**config.mk**
```make
export PLATFORM = sky130hd
export DESIGN_NAME = wb_stage
export DESIGN_NICKNAME = d
export VERILOG_FILES = /design/src/rtl/wb_pkg.sv /design/src/rtl/wb_stage_ld_align.sv /design/src/rtl/wb_stage.sv
export SDC_FILE = /design/constraint.sdc
export NUM_CORES = 1
export LEC_CHECK = 0
export BUFFER_PORTS_ARGS = -buffer_cell sky130_fd_sc_hd__buf_2
export CAP_MARGIN = 20
export CORE_UTILIZATION = 25
export CTS_CLUSTER_SIZE = 8
export DETAILED_ROUTE_END_ITERATION = 10
export GPL_TIMING_DRIVEN = 0
export SLEW_MARGIN = 30
export SYNTH_ARGS = -nofsm -noshare
export SYNTH_HDL_FRONTEND = slang
export SYNTH_HIERARCHICAL = 1
export SYNTH_SLANG_ARGS = --single-unit
export TNS_END_PERCENT = 30
```
**constraint.sdc**
```tcl
create_clock -name clk -period 2.45 [get_ports clk]
set_input_delay 0.1225 -clock clk [delete_from_list [all_inputs] [get_ports clk]]
set_output_delay 0.1225 -clock clk [all_outputs]
set_load 0.01 [all_outputs]
```
**src/rtl/wb_pkg.sv**
```systemverilog
// wb_pkg: load funct3 encodings, source ids and stage entry layout shared by the writeback stage
package wb_pkg;
  localparam logic [2:0] LB  = 3'b000;
  localparam logic [2:0] LH  = 3'b001;
  localparam logic [2:0] LW  = 3'b010;
  localparam logic [2:0] LD  = 3'b011;
  localparam logic [2:0] LBU = 3'b100;
  localparam logic [2:0] LHU = 3'b101;
  localparam logic [2:0] LWU = 3'b110;
  localparam int WB_SRC_MEM = 0;
  localparam int WB_XLEN = 32;
  localparam int WB_RADDR_W = 5;
  // Field order of the stage register; wb_stage builds the same layout at its own widths
  typedef struct packed {
    logic                  valid;
    logic                  we;
    logic [WB_RADDR_W-1:0] rd;
    logic [WB_XLEN-1:0]    data;
    logic                  misalign;
  } wb_entry_t;
endpackage

```
**src/rtl/wb_stage_ld_align.sv**
```systemverilog
// ld_align: combinational load byte alignment, zero/sign extension and misalignment detect
module ld_align
  import wb_pkg::*;
#(
  parameter int XLEN = 32
) (
  input  logic [XLEN-1:0] src,
  input  logic [2:0]      funct3,
  input  logic [2:0]      addr_lo,
  output logic [XLEN-1:0] data,
  output logic            misalign
);
  logic [XLEN-1:0] sh, w_s, w_z;
  assign sh = src >> {addr_lo, 3'b000};
  // Word extraction only exists on 64-bit datapaths; otherwise the shifted word passes through
  generate
    if (XLEN >= 64) begin : g_w
      assign w_s = {{(XLEN-32){sh[31]}}, sh[31:0]};
      assign w_z = {{(XLEN-32){1'b0}}, sh[31:0]};
    end else begin : g_n
      assign w_s = sh;
      assign w_z = sh;
    end
  endgenerate
  always_comb begin
    data = funct3 == LB  ? {{(XLEN-8){sh[7]}}, sh[7:0]} :
           funct3 == LBU ? {{(XLEN-8){1'b0}}, sh[7:0]} :
           funct3 == LH  ? {{(XLEN-16){sh[15]}}, sh[15:0]} :
           funct3 == LHU ? {{(XLEN-16){1'b0}}, sh[15:0]} :
           funct3 == LW  ? w_s :
           funct3 == LWU ? w_z : sh;
    misalign = (funct3 == LH || funct3 == LHU) ? addr_lo[0] :
               (funct3 == LW || funct3 == LWU) ? |addr_lo[1:0] :
               funct3 == LD ? |addr_lo : 1'b0;
  end
endmodule

```
**src/rtl/wb_stage.sv**
```systemverilog
// wb_stage: MEM/WB register with N-source writeback select; WB_STAGE_RETIRE_CNT_EN adds retire_cnt
module wb_stage
  import wb_pkg::*;
#(
  parameter int XLEN    = 32,
  parameter int NUM_SRC = 4,
  parameter int RADDR_W = 5,
  localparam int SEL_W  = $clog2(NUM_SRC)
) (
  input  logic                    clk,
  input  logic                    rst,
  input  logic                    in_valid,
  output logic                    in_ready,
  input  logic [NUM_SRC*XLEN-1:0] in_src,
  input  logic [SEL_W-1:0]        in_sel,
  input  logic                    in_we,
  input  logic [RADDR_W-1:0]      in_rd,
  input  logic [2:0]              in_ld_funct3,
  input  logic [2:0]              in_addr_lo,
  input  logic                    stall,
  input  logic                    flush,
  output logic                    rf_we,
  output logic [RADDR_W-1:0]      rf_waddr,
  output logic [XLEN-1:0]         rf_wdata,
  output logic                    fwd_valid,
  output logic [RADDR_W-1:0]      fwd_rd,
  output logic [XLEN-1:0]         fwd_data,
`ifdef WB_STAGE_RETIRE_CNT_EN
  output logic [63:0]             retire_cnt,
`endif
  output logic                    ld_misalign
);
  typedef struct packed {
    logic               valid;
    logic               we;
    logic [RADDR_W-1:0] rd;
    logic [XLEN-1:0]    data;
    logic               misalign;
  } entry_t;
  entry_t e_q, e_d, e_in;
  logic [XLEN-1:0] mux_data, ld_data;
  logic ld_mis, is_ld, xfer, wr_ok;
  ld_align #(.XLEN(XLEN)) u_ld_align (
    .src(in_src[XLEN-1:0]),
    .funct3(in_ld_funct3),
    .addr_lo(in_addr_lo),
    .data(ld_data),
    .misalign(ld_mis)
  );
  always_comb begin
    mux_data = '0;
    for (int k = 1; k < NUM_SRC; k++)
      if (32'(in_sel) == k) mux_data = in_src[k*XLEN +: XLEN];
  end
  assign in_ready = !stall && !rst;
  assign xfer = in_valid && in_ready;
  assign is_ld = 32'(in_sel) == WB_SRC_MEM;
  always_comb begin
    e_in.valid = 1'b1;
    e_in.we = in_we;
    e_in.rd = in_rd;
    e_in.data = is_ld ? ld_data : mux_data;
    e_in.misalign = is_ld && in_we && ld_mis;
    e_d = flush ? '0 : stall ? e_q : xfer ? e_in : '0;
  end
  always_ff @(posedge clk) begin
    if (rst) e_q <= '0;
    else e_q <= e_d;
  end
  assign wr_ok = e_q.valid && e_q.we && e_q.rd != '0 && !e_q.misalign;
  assign rf_we = wr_ok && !stall;
  assign rf_waddr = rf_we ? e_q.rd : '0;
  assign rf_wdata = rf_we ? e_q.data : '0;
  assign fwd_valid = wr_ok;
  assign fwd_rd = wr_ok ? e_q.rd : '0;
  assign fwd_data = wr_ok ? e_q.data : '0;
  assign ld_misalign = e_q.valid && e_q.misalign && !stall;
`ifdef WB_STAGE_RETIRE_CNT_EN
  logic [63:0] cnt_q, cnt_d;
  assign cnt_d = cnt_q + 64'(e_q.valid && !stall);
  always_ff @(posedge clk) begin
    if (rst) cnt_q <= '0;
    else cnt_q <= cnt_d;
  end
  assign retire_cnt = cnt_q;
`endif
endmodule

```
* Word-level counts from Yosys, hierarchy flattened
Index checks and enable logic that the tools add are counted. Widths: inputs -> output; s select.
Operators by class: eq/ne operators 9, shift-type cells 1, multiplexer cells 16, reductions and logical operators 21
Operators with widths (count):
- $mux 32 | 10
- $mux 40 | 1
- $shr 32x6->32 | 1
- $logic_and 1x1->1 | 10
- $mux 5 | 2
- $eq 3x3->1 const B | 3
- $eq 3x2->1 const B | 2
- $reduce_bool 5->1 | 1
- $eq 2x2->1 const B | 2
- $reduce_or 2->1 | 2
- $eq 3x1->1 const B | 1
- $logic_not 1->1 | 3
- $logic_not 3->1 | 1
- $mux 1 | 3
- $reduce_or 3->1 | 1
- $eq 2x1->1 const B | 1
- $logic_not 2->1 | 1
- $logic_or 1x1->1 | 2
Word-level totals: register bits 40, input bits 147, output and inout bits 78, logic and storage cells 52

* Depth between registers and ports, before layout
Gate-level depths: netlist (run 1).
word-level depth 7, depth in mapped cells 7, depth with buffers taken out 6

* By module
Netlist (run 1), hierarchy kept.
By module, submodules not included:
- wb_stage | times used 1, cells an instance 232, area each 2627.5 um^2, sequential area each 800.8 um^2
- ld_align | times used 1, cells an instance 117, area each 839.6 um^2, sequential area each 0.0 um^2

* Least setup slack after synthesis (run 1)
No wires, ideal clock.
path kind input to register, start input port in_addr_lo[0], end register e_q[23] (netlist bit), library setup time 0.117 ns, data arrival time 1.776 ns, required time 2.333 ns, slack 0.557 ns, stages 7, buffers on the path 2, cell sequence buf_6 > mux2_4 > nor3b_2 > buf_6 > o32ai_1 > mux4_2 > a22o_1
On the way: cells in the longest elaborated chain, start to end 7
Ends and longest elaborated chain:
- from (decl) | line wb_stage.sv:19 | input logic [2:0] in_addr_lo,
- $shr 32x6->32 (*) | line wb_stage_ld_align.sv:14 | assign sh = src >> {addr_lo, 3'b000};
- $mux 32 | line wb_stage_ld_align.sv:29 | funct3 == LHU ? {{(XLEN-16){1'b0}}, sh[15:0]} :
- $mux 32 | line wb_stage_ld_align.sv:28 | funct3 == LH ? {{(XLEN-16){sh[15]}}, sh[15:0]} :
- $mux 32 | line wb_stage_ld_align.sv:27 | funct3 == LBU ? {{(XLEN-8){1'b0}}, sh[7:0]} :
- $mux 32 (*) | line wb_stage_ld_align.sv:26 | data = funct3 == LB ? {{(XLEN-8){sh[7]}}, sh[7:0]} :
- via ld_data[22] | line wb_stage.sv:41 | logic [XLEN-1:0] mux_data, ld_data;
- $mux 32 (*) | line wb_stage.sv:62 | e_in.data = is_ld ? ld_data : mux_data;
- $mux 40 (*) | line wb_stage.sv:64 | e_d = flush ? '0 : stall ? e_q : xfer ? e_in : '0;
- to (signal assigned) | line wb_stage.sv:67 | if (rst) e_q <= '0;
- to (signal assigned) | line wb_stage.sv:68 | else e_q <= e_d;
- to (decl) | line wb_stage.sv:40 | entry_t e_q, e_d, e_in;
The timed path passes the listed nets; every way through them passes the cells marked *. A chain may end at the register's enable or synchronous reset.

* Final worst setup path (run 1)
start register e_q[33] (netlist bit), end output port fwd_data[14]
On the way: cells in the longest elaborated chain, start to end 4
Ends and longest elaborated chain:
- $reduce_bool 5->1 | line wb_stage.sv:70 | assign wr_ok = e_q.valid && e_q.we && e_q.rd != '0 && !e_q.misalign;
- $logic_and 1x1->1 (2 in series) | line wb_stage.sv:70
- $mux 32 | line wb_stage.sv:76 | assign fwd_data = wr_ok ? e_q.data : '0;
- to (decl) | line wb_stage.sv:27 | output logic [XLEN-1:0] fwd_data,
No other way between the ends.

==> results.txt, run 1 <==
The met3 track demand over resource came out at 2.852%. The max-cap check violation count is 0. Dividing the detail-routed wire length by the instance count gives 19.37 µm.

The capturing point of the worst reg2reg path is e_q[37]$_SDFFE_PP0N_. By area the synthesized netlist is led by sky130_fd_sc_hd__dfxtp_1, sky130_fd_sc_hd__mux4_2, sky130_fd_sc_hd__and2_1, sky130_fd_sc_hd__a22o_1, sky130_fd_sc_hd__mux2i_1. The total number of H-tree levels is 2.

The data required time at the worst endpoint is 2.33 ns. The largest net degree at the start of global routing came out at 14. In the final layout, the registers with the most flip-flops are e_q (40).

On the final layout, the worst hold slack is 0.08459 ns. The flow ran to the end, and the final reports show no timing, DRC or antenna violations. The global-route track usage on met2 is 33.38%. Summing every instance area after synthesis gives 3467 µm². The number of placed instances, taps included came out at 745. After the first detailed-routing iteration, the DRC count stood at 181. In this run the tightest slew margin relative to its limit is 50.31%.

The share of the synthesized area in the top cell type came out at 23.10%. The number of hold-repair buffers added at the cts stage is 0. Tracing the worst setup path back leads to its startpoint at e_q[33]$_SDFFE_PP0N_. The final design area excluding fillers came out at 5004 µm². The post-CTS setup buffer count came out at 0.

The power density normalized to cell area came out at 423.5 nW/µm². The number of flip-flops in the largest register is 40. Timing would allow up to 0.4956 GHz. The per-cell via count in the routed design came out at 4.958. Sequential elements use 23.10% of the synthesized area. The buffer levels on the longest clock path is 2. The endpoint of the most critical setup path is fwd_data[14]. The fraction of synthesized cell area in xor and xnor cells came out at 0%. The core region is 13,400 µm². Yosys mapped the design onto 38 distinct sky130hd cell types. On the final layout, the worst clock skew is 0 ns. Sorting the synthesized cells by how often they occur yields sky130_fd_sc_hd__and2_1, sky130_fd_sc_hd__dfxtp_1, sky130_fd_sc_hd__mux4_2, sky130_fd_sc_hd__a22o_1, sky130_fd_sc_hd__a21oi_1. The initial antenna violation count came out at 0.

The number of antenna diodes came out at 0. The post-route netlist has 53.55% of its cells at a drive strength greater than 1. The worst path needs 2.018 ns of the cycle, external delays included. The area occupied by multi-input gates is 2446 µm². In this run the count of I/O pins placed on the die edge is 225. The number of cells upsized or downsized after cts is 0. The slew at the pin with the worst max-slew slack came out at 0.7453 ns. The floorplan step set the die width to 119.8 µm.

The minimum setup slack in the final design is 0.4321 ns. The TritonCTS clock tree is done. The detail route stage leaves a number of antenna-violating nets equal to 0.

At the end of routability-driven placement, the weighted congestion stood at 0.8748. The first-pass iteration count of the detailed router came out at 4. For the worst-skew pair, the clock arrives at the later sink with an insertion delay of 0.27 ns.

The adder and majority gate portion of the synthesized area is 0%. The layout net count is 723. The hold violation count in the final report is 0. The port buffer count is 220. For met1 alone, demand over resource in global routing was 26.75%. The final standard cell count with taps included and fillers excluded came out at 753. The final worst-path cycle share came out at 82.37%.

The area growth from synthesis to layout is 44.32%. The cell area after placement is 4788 µm². The number of flops mapped to enable cells by yosys is 0.

Timing analysis after detailed placement gives a worst setup slack of 0.2267 ns. Counting every net in the synthesized netlist gives 496. In this run, synthesis produced a sequential element count of 40. Among all cell types in the netlist, the one instantiated most often is sky130_fd_sc_hd__and2_1.

The combinational family with the most area after synthesis is multiplexers. In this run the worst path has a maximum fanout of 10. The slack of the worst reg-to-reg path came out at 1.73 ns. The vertical die dimension is 119.8 µm. For this design the static power due to leakage is 2.428 nW. The number of max-slew violations in the final report came out at 0. The library cell with the largest summed area after synthesis is sky130_fd_sc_hd__dfxtp_1.

The type of the worst setup path is flop to output port. The per-instance average area after synthesis came out at 9.934 µm². After synthesis, the share of flip-flops with an asynchronous set or reset is 0%. The HPWL after detailed placement came out at 12.23 mm. The Yosys step of the flow raised 6 warnings.

Buffers inserted during clock tree synthesis total 5. The synthesized netlist devotes 20.32% of its cell area to compound gates. The post-synthesis simple-gate area fraction is 23.75%.

The worst-case IR drop observed on VDD is 188.6 µV. STA puts the critical path data arrival time at 1.90 ns. In this run the worst hold path is classified as input pin to flop. Clock tree synthesis found a total of 40 sinks. The filler cell count is 1,411. The tree is rooted in a sky130_fd_sc_hd__clkbuf_16. The startpoint identified for the worst register-to-register timing path is e_q[37]$_SDFFE_PP0N_. The synthesized instance count came out at 349. In the synthesized netlist the dominant register cell turns out to be sky130_fd_sc_hd__dfxtp_1. The depth of the worst register-to-register path is 2. After global routing, the most crowded layer is met2. The total negative setup slack came out at 0 ns.

Counting flops per register, the top entry is e_q. The first global-routing pass estimated 21.29 mm of wire. The total congestion overflow after global routing is 0. The via count of the first global-routing pass came out at 3,720.

The post-CTS clock slew at the launch and capture registers of the worst setup and hold paths is 0.06 ns. After synthesis, the share of cell area in mux cells is 26.49%. The sequential cells in the finished layout cover a total of 800.8 µm².

Global routing consumed, over all layers together, 19.80% of the routing resources. The final layout contains routed wiring with a total length of 14.59 mm. The initial core utilization is 25.87%. Setup repair after global routing left no endpoint under its margin. The die outline area is 14,340 µm². The number of core rows came out at 42. The category of the worst setup path launch point is a flop. Setup violations remaining at the end of the flow were counted as 0. The type of destination of the critical path is an output port. Detailed routing inserted a total of 3,733 vias. The final routed DRC violation total is 0.
==> metal layers <==
| metal | wire (µm) | up-vias |
|---|---|---|
| met3 | 994 | 8 |
| li1 | - | 1776 |
| met2 | 6944 | 177 |
| met4 | 114 | 0 |
| met5 | 0 | - |
| met1 | 6536 | 1772 |
==> cell usage in the layout, fill, tap and decap left out <==
| cell type | n |
|---|---|
| sky130_fd_sc_hd__o21a_2 | 1 |
| sky130_fd_sc_hd__o32ai_1 | 8 |
| sky130_fd_sc_hd__clkbuf_16 | 5 |
| sky130_fd_sc_hd__a21oi_1 | 18 |
| sky130_fd_sc_hd__a22o_1 | 32 |
| sky130_fd_sc_hd__mux2i_1 | 16 |
| sky130_fd_sc_hd__o31ai_1 | 9 |
| sky130_fd_sc_hd__and3b_1 | 1 |
| sky130_fd_sc_hd__and2_1 | 65 |
| sky130_fd_sc_hd__nand3_1 | 1 |
| sky130_fd_sc_hd__or2_2 | 8 |
| sky130_fd_sc_hd__nand4_1 | 1 |
| sky130_fd_sc_hd__and3_1 | 2 |
| sky130_fd_sc_hd__o211a_4 | 1 |
| sky130_fd_sc_hd__buf_6 | 9 |
| sky130_fd_sc_hd__clkbuf_1 | 12 |
| sky130_fd_sc_hd__or4_4 | 1 |
| sky130_fd_sc_hd__nor4bb_1 | 1 |
| sky130_fd_sc_hd__nor4b_2 | 1 |
| sky130_fd_sc_hd__and2_4 | 9 |
| sky130_fd_sc_hd__nor2_1 | 11 |
| sky130_fd_sc_hd__bufinv_16 | 3 |
| sky130_fd_sc_hd__inv_1 | 1 |
| sky130_fd_sc_hd__nand4bb_1 | 1 |
| sky130_fd_sc_hd__nor2b_1 | 11 |
| sky130_fd_sc_hd__nand2b_1 | 1 |
| sky130_fd_sc_hd__a21o_1 | 1 |
| sky130_fd_sc_hd__a2bb2oi_2 | 1 |
| sky130_fd_sc_hd__nor4b_1 | 1 |
| sky130_fd_sc_hd__nor3b_2 | 1 |
| sky130_fd_sc_hd__nor2_4 | 1 |
| sky130_fd_sc_hd__mux2_4 | 1 |
| sky130_fd_sc_hd__mux4_2 | 33 |
| sky130_fd_sc_hd__a22oi_1 | 5 |
| sky130_fd_sc_hd__a211oi_1 | 14 |
| sky130_fd_sc_hd__nor3_1 | 2 |
| sky130_fd_sc_hd__dfxtp_1 | 40 |
| sky130_fd_sc_hd__nand2_1 | 13 |
| sky130_fd_sc_hd__buf_2 | 234 |
| sky130_fd_sc_hd__o21ai_1 | 1 |
==> per-stage QoR <==
step	power, mW	util [%]
6_report	2.119	37.34
5_1_grt	2.209	37.34
4_1_cts	2.144	37.34
3_5_place_dp	1.180	35.73
3_3_place_gp	1.175	35.73
2_1_floorplan	0.9603	-
==> critical path, cell delays in order, from the launching register on <==
cell,delay (ns)
sky130_fd_sc_hd__dfxtp_1,0.33
sky130_fd_sc_hd__or4_4,0.55
sky130_fd_sc_hd__o21a_2,0.28
sky130_fd_sc_hd__buf_6,0.16
sky130_fd_sc_hd__and2_1,0.16
sky130_fd_sc_hd__buf_2,0.13
==> cell type report <==
cell class,count,share of cell area [%]
well taps,176,4.401
repair buffers,220,22.01
flip-flops and latches,40,16.00
inverters,1,0.07502
clock inverters,3,1.800
plain buffers,35,4.326
clock buffers,5,2.501
multi-input cells,273,48.89
==> power by group <==
group / total [mW] / leakage [nW] / switching, mW / internal (mW)
clock: 0.952 / 0.104 / 0.265 / 0.687
combinational: 0.491 / 2.00 / 0.239 / 0.252
sequential: 0.676 / 0.324 / 0.0113 / 0.665
total: 2.12 / 2.43 / 0.516 / 1.60
==> worst min-delay path by stage <==
stage               startpoint                   end  slack (ns)  cells after the start
finish                in_rd[0]  e_q[33]$_SDFFE_PP0N_        0.08                      3
CTS                   in_rd[0]  e_q[33]$_SDFFE_PP0N_        0.08                      3
global route          in_rd[1]  e_q[34]$_SDFFE_PP0N_         0.1                      3
detailed placement    in_rd[0]  e_q[33]$_SDFFE_PP0N_        0.37                      3
global placement      in_rd[4]  e_q[37]$_SDFFE_PP0N_        0.37                      3
floorplan             in_rd[0]  e_q[33]$_SDFFE_PP0N_        0.27                      2
==> cells by family (layout without fill, tap and decap cells) <==
kind of cell	after synthesis	count (layout)
flip-flops	40	40
AND/OR/NAND/NOR	132	132
AO/OA/AOI/OAI	91	91
multiplexers	50	50
buffers and inverters	36	264
Note: power is estimated with default switching activity, not from simulation.
==> run 2: changes to the inputs <==
Clock period 2.45 ns to 1.87 ns, I/O delays scaled along.
==> run 2 against run 1 <==
Net effect: the flow now finishes with violations (setup timing); non-clock buffer count up 4; register-to-register slack worse by 0.65 ns; critical path type unchanged; critical endpoint is now rf_wdata[21]; hold slack worse by 0.030 ns.
==> results.txt, run 2 (synthesis results as in run 1) <==
Among cell families on the critical path, the largest total delay comes from simple AND/OR/NAND/NOR gates. The initial antenna violation count is 0. TritonCTS built the clock tree.

Once detailed placement completed, the half-perimeter wirelength came to 12.23 mm. The area occupied by multi-input gates came out at 2545 µm². The cell with the largest stage delay on the worst path is sky130_fd_sc_hd__or4_4. The largest registers in the layout are e_q (40).

The post-CTS clock slew at the launch and capture registers of the worst setup and hold paths is 0.06 ns. The detailed router's first-iteration violation count is 211. The first-pass GRT wire length is 21.49 mm. The horizontal extent of the die came out at 119.8 µm.

The final routed DRC violation total is 0. The initial core utilization is 25.87%. After layout, the design draws a total of 2.790 mW.

The capturing point of the worst reg2reg path is e_q[34]$_SDFFE_PP0N_. The core box area is 13,400 µm². The via count of the routed design is 3,827. The worst hold path terminates at e_q[33]$_SDFFE_PP0N_. Timing analysis after detailed placement gives a worst setup slack of -0.3243 ns. The die outline area came out at 14,340 µm². The number of antenna diodes in the final layout is 0.

The library cell used most frequently in the layout, excluding fill and tap cells, is sky130_fd_sc_hd__buf_2. The clock root buffer is sky130_fd_sc_hd__clkbuf_16. The leakage power is 2.533 nW.

Counting flops per register, the top entry is e_q. The worst hold path was traced through 3 stages. The routed design has 15.05 mm of wire.

The hold violation count in the final report came out at 0. The worst hold path begins at in_rd[0]. The timing-limited maximum frequency is 0.5072 GHz.

STA classifies the critical path startpoint as a flop. Clock tree synthesis inserted a total of 5 buffers. The worst setup path is captured at an output port.

The smallest clock period supported by the final layout is computed as 1.971 ns. Walking the worst path, the cells encountered are or4_4, o211a_4, buf_6, and2_1, buf_2. The minimum setup slack in the final design came out at -0.1014 ns. The register with the most flip-flops in the layout has 40 of them.

The number of core rows came out at 42. The count of endpoints failing setup in the final report is 60. The via count of the first global-routing pass came out at 3,735. The flow ran to the end, but the final reports show violations.

By startpoint and endpoint, the worst setup path is classified as flop to output port. The port buffer count came out at 220. Dividing the detail-routed via count by the number of cells gives 5.055.

The area growth from synthesis to layout is 54.53%. The layout net count is 727. Summed over all failing endpoints, the final setup total negative slack is -4.752 ns. The routed wire length per instance is 19.88 µm. In this run the worst hold path is classified as input pin to flop.

The total number of H-tree levels is 2. The number of max-slew violations in the final report came out at 0. The depth of the worst register-to-register path came out at 3. The filler cell count came out at 1,384. In the layout the commonest cells are sky130_fd_sc_hd__buf_2, sky130_fd_sc_hd__and2_4, sky130_fd_sc_hd__buf_6, sky130_fd_sc_hd__dfxtp_1, sky130_fd_sc_hd__mux4_2. Entering global routing, the biggest net connects 14 pins. In this run the power density over the cells is 520.8 nW/µm². The count of nets left with antenna violations once routing finished came out at 0.

The number of I/O pins is 225. The total area of sequential cells came out at 803.3 µm². The total overflow left after global routing is 0. The clock latency reported for the late side of the worst-skew pair is 0.28 ns. The final worst-path cycle share came out at 105.4%.

In this run the critical register-to-register path is launched from e_q[34]$_SDFFE_PP0N_. Across the routed clock network, the largest skew measured is 0 ns. The maximum single-stage delay on the critical path came out at 0.55 ns. The arrival time reported for the critical path endpoint is 1.88 ns.

The checks that failed: setup timing. The final design area excluding fillers came out at 5358 µm². The global routing usage summed across all routing layers came out at 20.00%.

The final design utilization came out at 39.98%. The die is 119.8 µm tall. Counting both buffers and inverters, the worst setup path holds a total of 2. In this run the register-to-register setup slack is 1.08 ns. Setup repair after global routing could not meet its margin everywhere. The relative max-transition margin came out at 51.68%. The maximum fanout along the worst path came out at 10. The path length in cells of the critical path is 5. The final weighted congestion in routability-driven placement came out at 0.8748.

The cell area after placement is 4788 µm². The buffer levels on the longest clock path came out at 2. Across the run, the number of max-cap violations was 0.

The slew at the pin with the worst max-slew slack is 0.7249 ns. STA puts the critical path data required time at 1.78 ns. The maximum resistive drop on vdd came out at 246.9 µV.

The first-pass iteration count of the detailed router came out at 4. The total number of clock tree sinks came out at 40. The layout cell share with drive strength beyond 1 came out at 60.59%.
## run 2: tightest hold or removal path, stage by stage
cell	delay, ns
sky130_fd_sc_hd__buf_2	0.08
sky130_fd_sc_hd__a22oi_1	0.05
sky130_fd_sc_hd__nor2_1	0.08
## run 2: per-stage QoR
step,hold slack (ns),cells
detailed placement,0.3413,745
floorplan,0.2299,349
finish,0.05468,757
global route,0.06928,757
CTS,0.05331,756
global placement,0.3388,745
## run 2: worst max path at each step
stage                                end                  from
detailed placement  e_q[32]$_SDFFE_PP0N_         in_addr_lo[1]
finish                      rf_wdata[21]  e_q[34]$_SDFFE_PP0N_
global route                rf_wdata[21]  e_q[34]$_SDFFE_PP0N_
floorplan           e_q[23]$_SDFFE_PP0N_         in_addr_lo[0]
CTS                         rf_wdata[21]  e_q[34]$_SDFFE_PP0N_
global placement    e_q[17]$_SDFFE_PP0N_         in_addr_lo[2]
## run 2: report_power, final
group          switching, mW  internal, mW
clock                  0.352         0.900
sequential            0.0160         0.871
combinational          0.319         0.333
## run 2: metal layers
layer  global-route usage [%]  vias to the layer above  share of wire [%]
li1                         -                     1786                  -
met1                    26.90                     1848                 45
met2                    33.92                      183                 48
met3                    2.804                       10                5.9
met4                    4.141                        0               0.85
met5                        0                        -                  0
## run 2: what timing repair did
action | in CTS | in global routing
gates cloned | 1 | 1
setup endpoints to repair | 63 | 78
hold buffers | 0 | 0
buffers inserted | 2 | 0
pin swaps | 6 | 2
gates resized for setup | 22 | 55
## run 2: area by class of cell
cell class / instances / area share [%]
Sequential cell: 40 / 14.99
Timing Repair Buffer: 224 / 25.13
Multi-Input combinational cell: 273 / 47.50
Buffer: 35 / 4.180
Tap cell: 176 / 4.110
Clock inverter: 3 / 1.681
Clock buffer: 5 / 2.335
Inverter: 1 / 0.07006
